===== config.mk =====
export PLATFORM = sky130hd
export DESIGN_NAME = handshake_buffer_fifo_flat
export DESIGN_NICKNAME = d
export VERILOG_FILES = /design/src/rtl/handshake_buffer_fifo_if.sv /design/src/rtl/handshake_buffer_fifo.sv /design/src/flat_wrapper.sv
export SDC_FILE = /design/constraint.sdc
export NUM_CORES = 1
export LEC_CHECK = 0
export BUFFER_PORTS_ARGS = -buffer_cell sky130_fd_sc_hd__buf_4
export CAP_MARGIN = 20
export CORE_UTILIZATION = 60
export CTS_CLUSTER_DIAMETER = 80
export DETAILED_ROUTE_END_ITERATION = 16
export PLACE_DENSITY = 0.89
export SYNTH_ARGS = -nofsm -noshare
export SYNTH_HDL_FRONTEND = slang
export SYNTH_SLANG_ARGS = --single-unit

===== constraint.sdc =====
create_clock -name clk -period 3.5 [get_ports clk]
set_clock_uncertainty 0.15 [all_clocks]
set_input_delay 0.7 -clock clk [delete_from_list [all_inputs] [get_ports clk]]
set_output_delay 0.7 -clock clk [all_outputs]
set_load 0.02 [all_outputs]

===== src/rtl/handshake_buffer_fifo_if.sv =====
// Token handshake bundle between an upstream producer, the buffer FIFO and a downstream consumer.
// The slave modport is the FIFO side; master is the producer/consumer environment side.
interface handshake_buffer_fifo_if #(
  parameter int DATA_WIDTH = 32,
  parameter int NUM_SLOTS  = 4
);
  localparam int OCC_W = $clog2(NUM_SLOTS + 1);

  logic [DATA_WIDTH-1:0] ins;
  logic                  ins_valid;
  logic                  ins_ready;
  logic [DATA_WIDTH-1:0] outs;
  logic                  outs_valid;
  logic                  outs_ready;
  logic [OCC_W-1:0]      occupancy;

  modport master (
    output ins, ins_valid, outs_ready,
    input  ins_ready, outs, outs_valid, occupancy
  );

  modport slave (
    input  ins, ins_valid, outs_ready,
    output ins_ready, outs, outs_valid, occupancy
  );
endinterface


===== src/rtl/handshake_buffer_fifo.sv =====
// Valid/ready token FIFO with NUM_SLOTS entries (any count 2..16), minimum latency 1, no bypass.
// Both handshake outputs derive from registered state only, so ready/valid never chain combinationally.
module handshake_buffer_fifo #(
  parameter int DATA_WIDTH = 32,
  parameter int NUM_SLOTS  = 4
) (
  input  logic                    clk,
  input  logic                    rst,
  handshake_buffer_fifo_if.slave  bus
);
  localparam int OCC_W = $clog2(NUM_SLOTS + 1);
  localparam int PTR_W = $clog2(NUM_SLOTS);
  localparam logic [OCC_W-1:0] FULL = OCC_W'(NUM_SLOTS);
  localparam logic [PTR_W-1:0] LAST = PTR_W'(NUM_SLOTS - 1);

  logic [DATA_WIDTH-1:0] slots [NUM_SLOTS];
  logic [PTR_W-1:0]      head;
  logic [PTR_W-1:0]      tail;
  logic [OCC_W-1:0]      count;
  logic                  live;
  logic                  push;
  logic                  pop;

  // live holds ins_ready low during reset and until the first edge after release.
  assign bus.ins_ready  = live && (count != FULL);
  assign bus.outs_valid = (count != '0);
  assign bus.outs       = bus.outs_valid ? slots[head] : '0;
  assign bus.occupancy  = count;

  assign push = bus.ins_valid && bus.ins_ready;
  assign pop  = bus.outs_valid && bus.outs_ready;

  always_ff @(posedge clk or posedge rst) begin
    if (rst) begin
      live  <= 1'b0;
      head  <= '0;
      tail  <= '0;
      count <= '0;
    end else begin
      live <= 1'b1;
      if (push) tail <= (tail == LAST) ? '0 : tail + 1'b1;
      if (pop)  head <= (head == LAST) ? '0 : head + 1'b1;
      if (push && !pop)      count <= count + 1'b1;
      else if (pop && !push) count <= count - 1'b1;
    end
  end

  // Storage is deliberately not reset; the outs mask hides stale entries.
  always_ff @(posedge clk) begin
    if (push) slots[tail] <= bus.ins;
  end
endmodule


===== src/flat_wrapper.sv =====
// flat-port wrapper written by rule: the top's interface ports become plain ports
module handshake_buffer_fifo_flat 
#(
  parameter int DATA_WIDTH = 32,
  parameter int NUM_SLOTS  = 4
)
  (clk, rst, bus_ins, bus_ins_valid, bus_outs_ready, bus_ins_ready, bus_outs, bus_outs_valid, bus_occupancy);
  handshake_buffer_fifo_if #(.DATA_WIDTH(DATA_WIDTH), .NUM_SLOTS(NUM_SLOTS)) bus_i ();
  input  logic clk;
  input  logic rst;
  input wire logic [$bits(bus_i.ins)-1:0] bus_ins;
  input wire logic [$bits(bus_i.ins_valid)-1:0] bus_ins_valid;
  input wire logic [$bits(bus_i.outs_ready)-1:0] bus_outs_ready;
  output wire logic [$bits(bus_i.ins_ready)-1:0] bus_ins_ready;
  output wire logic [$bits(bus_i.outs)-1:0] bus_outs;
  output wire logic [$bits(bus_i.outs_valid)-1:0] bus_outs_valid;
  output wire logic [$bits(bus_i.occupancy)-1:0] bus_occupancy;
  assign bus_i.ins = bus_ins;
  assign bus_i.ins_valid = bus_ins_valid;
  assign bus_i.outs_ready = bus_outs_ready;
  assign bus_ins_ready = bus_i.ins_ready;
  assign bus_outs = bus_i.outs;
  assign bus_outs_valid = bus_i.outs_valid;
  assign bus_occupancy = bus_i.occupancy;
  handshake_buffer_fifo #(.DATA_WIDTH(DATA_WIDTH), .NUM_SLOTS(NUM_SLOTS)) u_core (.clk(clk), .rst(rst), .bus(bus_i));
endmodule

; Word level (Yosys, flattened, before mapping)
; Memories as Yosys holds them, arrays and structs flattened.
; Cells that the tools add are included.
[classes]
addsub = 4
mux = 7
eq_ne = 3
reduce_logical = 9
[ops]
columns = cell, n
row1 = 2-to-1 mux 32 bit, 1
row2 = 2-to-1 mux 3 bit, 2
row3 = logical AND 1 bit, 5
row4 = adder 2 x 1 -> 2 bit (second input constant), 2
row5 = equality test 2 bit (second input constant), 2
row6 = 2-to-1 mux 2 bit, 2
row7 = adder 3 x 1 -> 3 bit (second input constant), 1
row8 = != test 3 bit (second input constant), 1
row9 = nonzero test 3 bit, 1
row10 = subtractor 3 x 1 -> 3 bit (second input constant), 1
row11 = logical NOT 1 bit, 2
row12 = 2-to-1 mux 1 bit, 2
row13 = nonzero test 2 bit, 1
[totals]
memories = 1
regBits = 8
word_cells = 28
ramBits = 128
[mem_list]
columns = name, depth, width, read_ports, rd_clocked_by_memory_dff, wr, line
row1 = u_core.slots, 4, 32, 1, 0, 1, handshake_buffer_fifo.sv:16  ; logic [DATA_WIDTH-1:0] slots [NUM_SLOTS];

; Longest topological paths before layout
; Gate-level depths: netlist of the first run.
[logic_depth]
word_depth = 7
depth_mapped = 9

; Worst setup path before layout of the first run
; Ideal clock, no wire load.
[synth_path]
kind = input-to-reg
start = in bus_ins_valid
end = mem u_core.slots[3][0] (enable)
n_path_buf = 0
t_required_ps = 2958
setup_ps = 392
path_slack_ps = 1057
path_stages = 3
arrival_ps = 1901
cell_sequence = nand2_1 a21oi_1 and2_1
[synth_via]
elab_chain_len = 3
[synth_rtl]
columns = element, line
row1 = "start, declared", flat_wrapper.sv:12  ; input wire logic [$bits(bus_i.ins_valid)-1:0] bus_ins_valid;
row2 = logical AND 1 bit, handshake_buffer_fifo.sv:30  ; assign push = bus.ins_valid && bus.ins_ready;
row3 = via u_core.push, handshake_buffer_fifo.sv:21  ; logic push;
row4 = 2-to-1 mux 1 bit, handshake_buffer_fifo.sv:50  ; if (push) slots[tail] <= bus.ins;
row5 = 2-to-1 mux 1 bit (implied by the code), handshake_buffer_fifo.sv:50
row6 = "end, declared", handshake_buffer_fifo.sv:16
; The timed path passes the listed nets, and every way through them passes these cells.

; Worst setup path in the final report of the first run
[layout_path]
start = reg u_core.head[0]
end = out bus_outs[9]
[layout_via]
elab_chain_len = 2
[layout_rtl]
columns = element, line
row1 = "start, declared", handshake_buffer_fifo.sv:17  ; logic [PTR_W-1:0] head;
row2 = "start signal, assigned", handshake_buffer_fifo.sv:42  ; if (pop) head <= (head == LAST) ? '0 : head + 1'b1;
row3 = memory (4 x 32 bit), n/a
row4 = 2-to-1 mux 32 bit, handshake_buffer_fifo.sv:27  ; assign bus.outs = bus.outs_valid ? slots[head] : '0;
row5 = "end, declared", flat_wrapper.sv:15  ; output wire logic [$bits(bus_i.outs)-1:0] bus_outs;
; Every way passes these cells.

==> results of run 1 <==
==> cell type report <==
type | instances | area, µm² | share of cell area
clock buffers | 18 | 417.9 | 0.06326
clock inverters | 14 | 198.9 | 0.03011
inverters | 4 | 15.01 | 0.002273
multi-input cells | 93 | 1189 | 0.1799
flip-flops and latches | 136 | 4045 | 0.6123
well taps | 108 | 135.1 | 0.02045
repair buffers | 79 | 605.6 | 0.09167
==> cell usage after synthesis (all sizes together) <==
master / instances / area share
a21oi: 1 / 0.00093
or3: 1 / 0.0012
and2: 36 / 0.042
xor2: 2 / 0.0033
conb: 1 / 0.00070
inv: 4 / 0.0028
xnor2: 1 / 0.0016
edfxtp: 128 / 0.72
ha: 6 / 0.014
clkbuf: 4 / 0.0028
fa: 1 / 0.0037
nor2: 4 / 0.0028
mux4: 32 / 0.14
buf: 8 / 0.017
a21boi: 1 / 0.0014
mux2: 5 / 0.011
nand2: 2 / 0.0014
dfrtp: 8 / 0.037
==> cells in the final DEF, fill, tap and decap left out <==
master / netlist / routed
bufinv_16: 0 / 4
clkinvlp_4: 0 / 3
and2_2: 0 / 4
xnor2_1: 1 / 1
clkinv_4: 0 / 3
inv_1: 4 / 4
xor2_1: 2 / 2
ha_1: 6 / 6
a21boi_0: 1 / 1
nor2_1: 4 / 4
clkbuf_8: 0 / 1
buf_4: 0 / 78
clkbuf_16: 0 / 16
or3_1: 1 / 1
nand2_1: 2 / 2
clkbuf_1: 4 / 1
mux4_1: 4 / 4
inv_6: 0 / 1
fa_1: 1 / 1
and2_1: 36 / 32
conb_1: 1 / 1
inv_8: 0 / 1
mux4_2: 28 / 28
dfrtp_2: 0 / 1
mux2_2: 5 / 5
dfrtp_1: 8 / 7
buf_12: 3 / 1
clkinv_2: 0 / 2
edfxtp_1: 128 / 128
a21oi_1: 1 / 1
==> sequential cells by signal (all words and copies together), names as in the netlist <==
name	flops
u_core.slots	128
u_core.bus.occupancy	3
u_core.tail	2
u_core.live	1
u_core.head	2
==> power breakdown <==
part           switching [mW]  leakage (nW)  internal, mW
sequential              0.159          1.25          2.00
combinational           0.969         0.820         0.978
clock                   0.669         0.293          1.16
total                    1.80          2.37          4.14
==> how the worst max path moves through the flow <==
stage | from | to | slack, ps | cells after the start
6_report | u_core.head[0]$_DFFE_PP0P_ | bus_outs[9] | 170 | 4
5_1_grt | u_core.head[0]$_DFFE_PP0P_ | bus_outs[10] | 30 | 4
4_1_cts | u_core.head[0]$_DFFE_PP0P_ | bus_outs[9] | 110 | 4
3_5_place_dp | u_core.head[0]$_DFFE_PP0P_ | bus_outs[9] | 650 | 4
3_3_place_gp | u_core.head[0]$_DFFE_PP0P_ | bus_outs[9] | 680 | 4
2_1_floorplan | bus_ins_valid | u_core.slots[3][0]$_DFFE_PP_ | 1060 | 3
==> stage by stage <==
step | instances | hold WS [ps] | total power [mW] | util | area [µm²]
2_1_floorplan | 245 | 365.7 | 3.477 | - | 5349
3_3_place_gp | 420 | 371.3 | 4.083 | 0.6902 | 5989
3_5_place_dp | 420 | 375.1 | 4.151 | 0.6902 | 5989
4_1_cts | 452 | 3.668 | 5.991 | 0.7612 | 6606
5_1_grt | 452 | 11.14 | 6.189 | 0.7612 | 6606
6_report | 452 | 3.340 | 5.935 | 0.7612 | 6606
==> critical path: cells and delay by family (launching register included) <==
kind	cells	cell delay, ps
flip-flops	1	860
multiplexers	1	530
AND/OR/NAND/NOR	1	170
buffers and inverters	2	400
==> per-layer routing <==
layer,routed length (µm),vias up,track usage
met2,5176,68,0.3735
li1,-,1146,-
met3,458,5,0.06886
met5,0,-,0
met4,69,0,0.08088
met1,4026,1345,0.3074
==> cell families after synthesis <==
logic type	count (synthesis)
and+or+nand+nor	43
xor gates and xnor gates	3
adders and majority gates	7
buffers and inverters	16
other	1
DFF	136
AOI/OAI and AO/OA	2
muxes	37
==> flow_metrics.tcl, run 1 <==
set metrics [dict create \
    drc 0 \
    die_x_um 96.42 \
    cts-htree-levels 4 \
    ys_warn_count 0 \
    status "complete, no violations" \
    fmax_mhz 300.3 \
    syn-num-nets 288 \
    ys_seq_area_frac 0.7560 \
    antenna_found_initial 0 \
    setup_viol 0 \
    die-area_um2 9297 \
    synth_top_family_by_area "multiplexers" \
    num_rows 34 \
    core_region_area_um2 8678 \
    rsz0062_at_grt "false" \
    grt_pass1_wl_um 14460 \
    grt_pass1_vias 2654 \
    cp-start-kind "flip-flop" \
    pin_count 73 \
    fin_crit_sh 0.9516 \
    area_delta_synth_final_pct 23.51 \
    ys_types 21 \
    ir_drop_v 0.0004520 \
    p_leak_nw 2.368 \
    synth-simple-area-share 0.04749 \
    dp_slack_ps 652.4 \
    vias 2564 \
    clk_transition_reported_paths_ps 60 \
    grt.total_usage 0.2323 \
    max-slew-margin-rel 0.4306 \
    ys_seq_elements 136 \
    route.final.wire_length_um 9730 \
    dp_hpwl_um 5895 \
    start_util 0.6163 \
    synth_compound_area_frac 0.002339 \
    insertion_delay_ps 510 \
    reg2reg_from "u_core.bus.occupancy[0]$_DFFE_PP0P_" \
    cp_slowest_cell "dfrtp_2" \
    drt_first_iter_violations 140 \
    cts_tree "built" \
    maxSlewViolCount 0 \
    grt_overflow 0 \
    synthAdderAreaFrac 0.01778 \
    num-nets-final 374 \
    viasPerCell 5.673 \
    post_cts_buffers 0 \
    hold_violations 0 \
    drt-pass1-iter-count 4 \
    netlist_area_um2 5349 \
    synth-xor-area-share 0.004912 \
    crit_path_end_kind "primary output" \
    clock_path_buffers 2 \
    cts-root-buf "clkbuf_8" \
    syn_inst 245 \
    power.density_nw_per_um2 898.4 \
    rrSetupSlack_ps 1100 \
    setup_ws_ps 169.5 \
    critPathKind "flip-flop to primary output" \
    maxCapViolations 0 \
    final.setup.tns_ps 0 \
    ctsHoldBuffers 0 \
    tightest_slew_ps 854.0 \
    cpPeakStageDelay_ps 860 \
    cts_buffers 17 \
    wl_per_cell_um 21.53 \
    synth.avg_cell_area_um2 21.83 \
    die_h_um 96.42 \
    antennaDiodeCount 0 \
    nFillCells 464 \
    cp_data_required_time_ps 2650 \
    r2r_end "u_core.slots[2][17]$_DFFE_PP_" \
    place_congestion 0.6949 \
    worstPathMaxFanout 22 \
    grt_max_degree 34 \
    hold_path.class "input port to asynchronous set/reset pin" \
    worstPathCellList "buf_12 > mux4_2 > and2_1 > buf_4" \
    postRouteAntennaNets 0 \
    drive_gt1_frac 0.4302 \
    r2r_cells 4 \
    arrival_ps 2480 \
    synthMuxAreaShare 0.1481 \
    clkSinkCount 136 \
    period_minus_slack_ps 3331 \
    io_buffers 72 \
    cts_resized 0 \
]
(Power assumes the default switching activity.)
==> run 2, diff against run 1 <==
- CTS_BUF_LIST: unset -> sky130_fd_sc_hd__clkbuf_8
==> flow_metrics.tcl, run 2 (synthesized netlist as in run 1, its figures left out) <==
set metrics [dict create \
    tightest_slew_ps 853.3 \
    final_cell_mix "128 x edfxtp_1, 78 x buf_4, 32 x and2_1" \
    place_congestion 0.6949 \
    worstPathMaxFanout 22 \
    top_register "u_core.slots" \
    io_buffers 72 \
    arrival_ps 2400 \
    antenna_found_initial 0 \
    viasPerCell 5.633 \
    core_region_area_um2 8678 \
    clkSinkCount 136 \
    rsz0062_at_grt "false" \
    vias 2546 \
    drt_first_iter_violations 152 \
    post_cts_buffers 0 \
    num-nets-final 374 \
    fmax_mhz 307.8 \
    grt_pass1_vias 2535 \
    max-slew-margin-rel 0.4311 \
    final_common_cell "edfxtp_1" \
    hold_violations 0 \
    final.setup.tns_ps 0 \
    cts-htree-levels 4 \
    ir_drop_v 0.0004600 \
    die_h_um 96.42 \
    die_x_um 96.42 \
    drc 0 \
    pin_count 73 \
    wl_per_cell_um 20.30 \
    crit_path_end_kind "primary output" \
    period_minus_slack_ps 3249 \
    area_delta_synth_final_pct 20.14 \
    clk_transition_reported_paths_ps 80 \
    cts_resized 0 \
    p_clk_frac 0.251 \
    p_leak_nw 2.290 \
    power.density_nw_per_um2 850.4 \
    power_mw 5.465 \
    ctsHoldBuffers 0 \
    drt-pass1-iter-count 4 \
    grt.total_usage 0.2203 \
    maxCapViolations 0 \
    cp_data_required_time_ps 2650 \
    route.final.wire_length_um 9176 \
    cts-root-buf "clkbuf_8" \
    internal-power_mw 3.754 \
    grt_max_degree 34 \
    clock_path_buffers 2 \
    hold_path.class "input port to asynchronous set/reset pin" \
    comb_power_share 0.355 \
    pwr-share-seq 0.394 \
    die-area_um2 9297 \
    r2r_cells 4 \
    reg2reg_from "u_core.bus.occupancy[0]$_DFFE_PP0P_" \
    cts_buffers 17 \
    status "complete, no violations" \
    maxSlewViolCount 0 \
    antennaDiodeCount 0 \
    swShare 0.3130 \
    grt_overflow 0 \
    startpoint "u_core.head[0]$_DFFE_PP0P_" \
    postRouteAntennaNets 0 \
    critPathKind "flip-flop to primary output" \
    num_rows 34 \
    p_sw_mw 1.710 \
    insertion_delay_ps 420 \
    cp-start-kind "flip-flop" \
    start_util 0.6163 \
    fin_crit_sh 0.9282 \
    rrSetupSlack_ps 1090 \
    dp_hpwl_um 5895 \
    largest_reg_flops 128 \
    r2r_end "u_core.slots[2][9]$_DFFE_PP_" \
    setup_viol 0 \
    endpoint "bus_outs[9]" \
    cts_tree "built" \
    grt_pass1_wl_um 13770 \
    drive_gt1_frac 0.4302 \
]
[run 2: layout make-up]
class                   count  area (µm²)
clock inverters            15       202.7
inverters                   4       15.01
multi-input cells          93        1189
repair buffers             79       605.6
fillers                   493        2252
well taps                 108       135.1
flip-flops and latches    136        4045
clock buffers              17       234.0
[run 2: worst min-delay path by stage]
stage	cells after the start	to	start
2_1_floorplan	1	u_core.bus.occupancy[0]$_DFFE_PP0P_	rst
3_3_place_gp	1	u_core.bus.occupancy[2]$_DFFE_PP0P_	u_core.bus.occupancy[2]$_DFFE_PP0P_
3_5_place_dp	1	u_core.bus.occupancy[2]$_DFFE_PP0P_	u_core.bus.occupancy[2]$_DFFE_PP0P_
4_1_cts	2	u_core.head[0]$_DFFE_PP0P_	rst
5_1_grt	2	u_core.bus.occupancy[2]$_DFFE_PP0P_	rst
6_report	2	u_core.bus.occupancy[2]$_DFFE_PP0P_	rst
[run 2: critical path: stages (launching register included)]
cell,delay (ps)
dfrtp_2,860
buf_12,250
mux4_2,530
and2_1,170
buf_4,150
[run 2: per-stage QoR]
step / instances / hold WS [ps] / utilization / setup slack [ps] / instance area, µm²
global route: 452 / 84.70 / 0.7405 / 93.67 / 6426
finish: 452 / 91.39 / 0.7405 / 251.1 / 6426
global placement: 420 / 371.3 / 0.6902 / 675.5 / 5989
detailed placement: 420 / 375.1 / 0.6902 / 652.4 / 5989
CTS: 452 / 86.53 / 0.7405 / 179.0 / 6426
floorplan: 245 / 365.7 / - / 1057 / 5349
[run 2: metal layers]
| metal | share of wire | wire length (µm) | GRT usage | up-vias |
|---|---|---|---|---|
| li1 | - | - | - | 1145 |
| met1 | 0.40 | 3704 | 0.2804 | 1300 |
| met2 | 0.53 | 4844 | 0.3611 | 95 |
| met3 | 0.059 | 545 | 0.06808 | 6 |
| met4 | 0.0088 | 81 | 0.08333 | 0 |
| met5 | 0 | 0 | 0 | - |
[run 2: power by group through the flow]
| stage | Combinational (mW) | Clock, mW | Sequential, mW |
|---|---|---|---|
| 3_5_place_dp | 1.96 | 0 | 2.19 |
| 4_1_cts | 1.97 | 1.40 | 2.16 |
| 6_report | 1.94 | 1.37 | 2.15 |
| 5_1_grt | 2.09 | 1.47 | 2.18 |
| 3_3_place_gp | 1.91 | 0 | 2.17 |
| 2_1_floorplan | 1.37 | 0 | 2.11 |
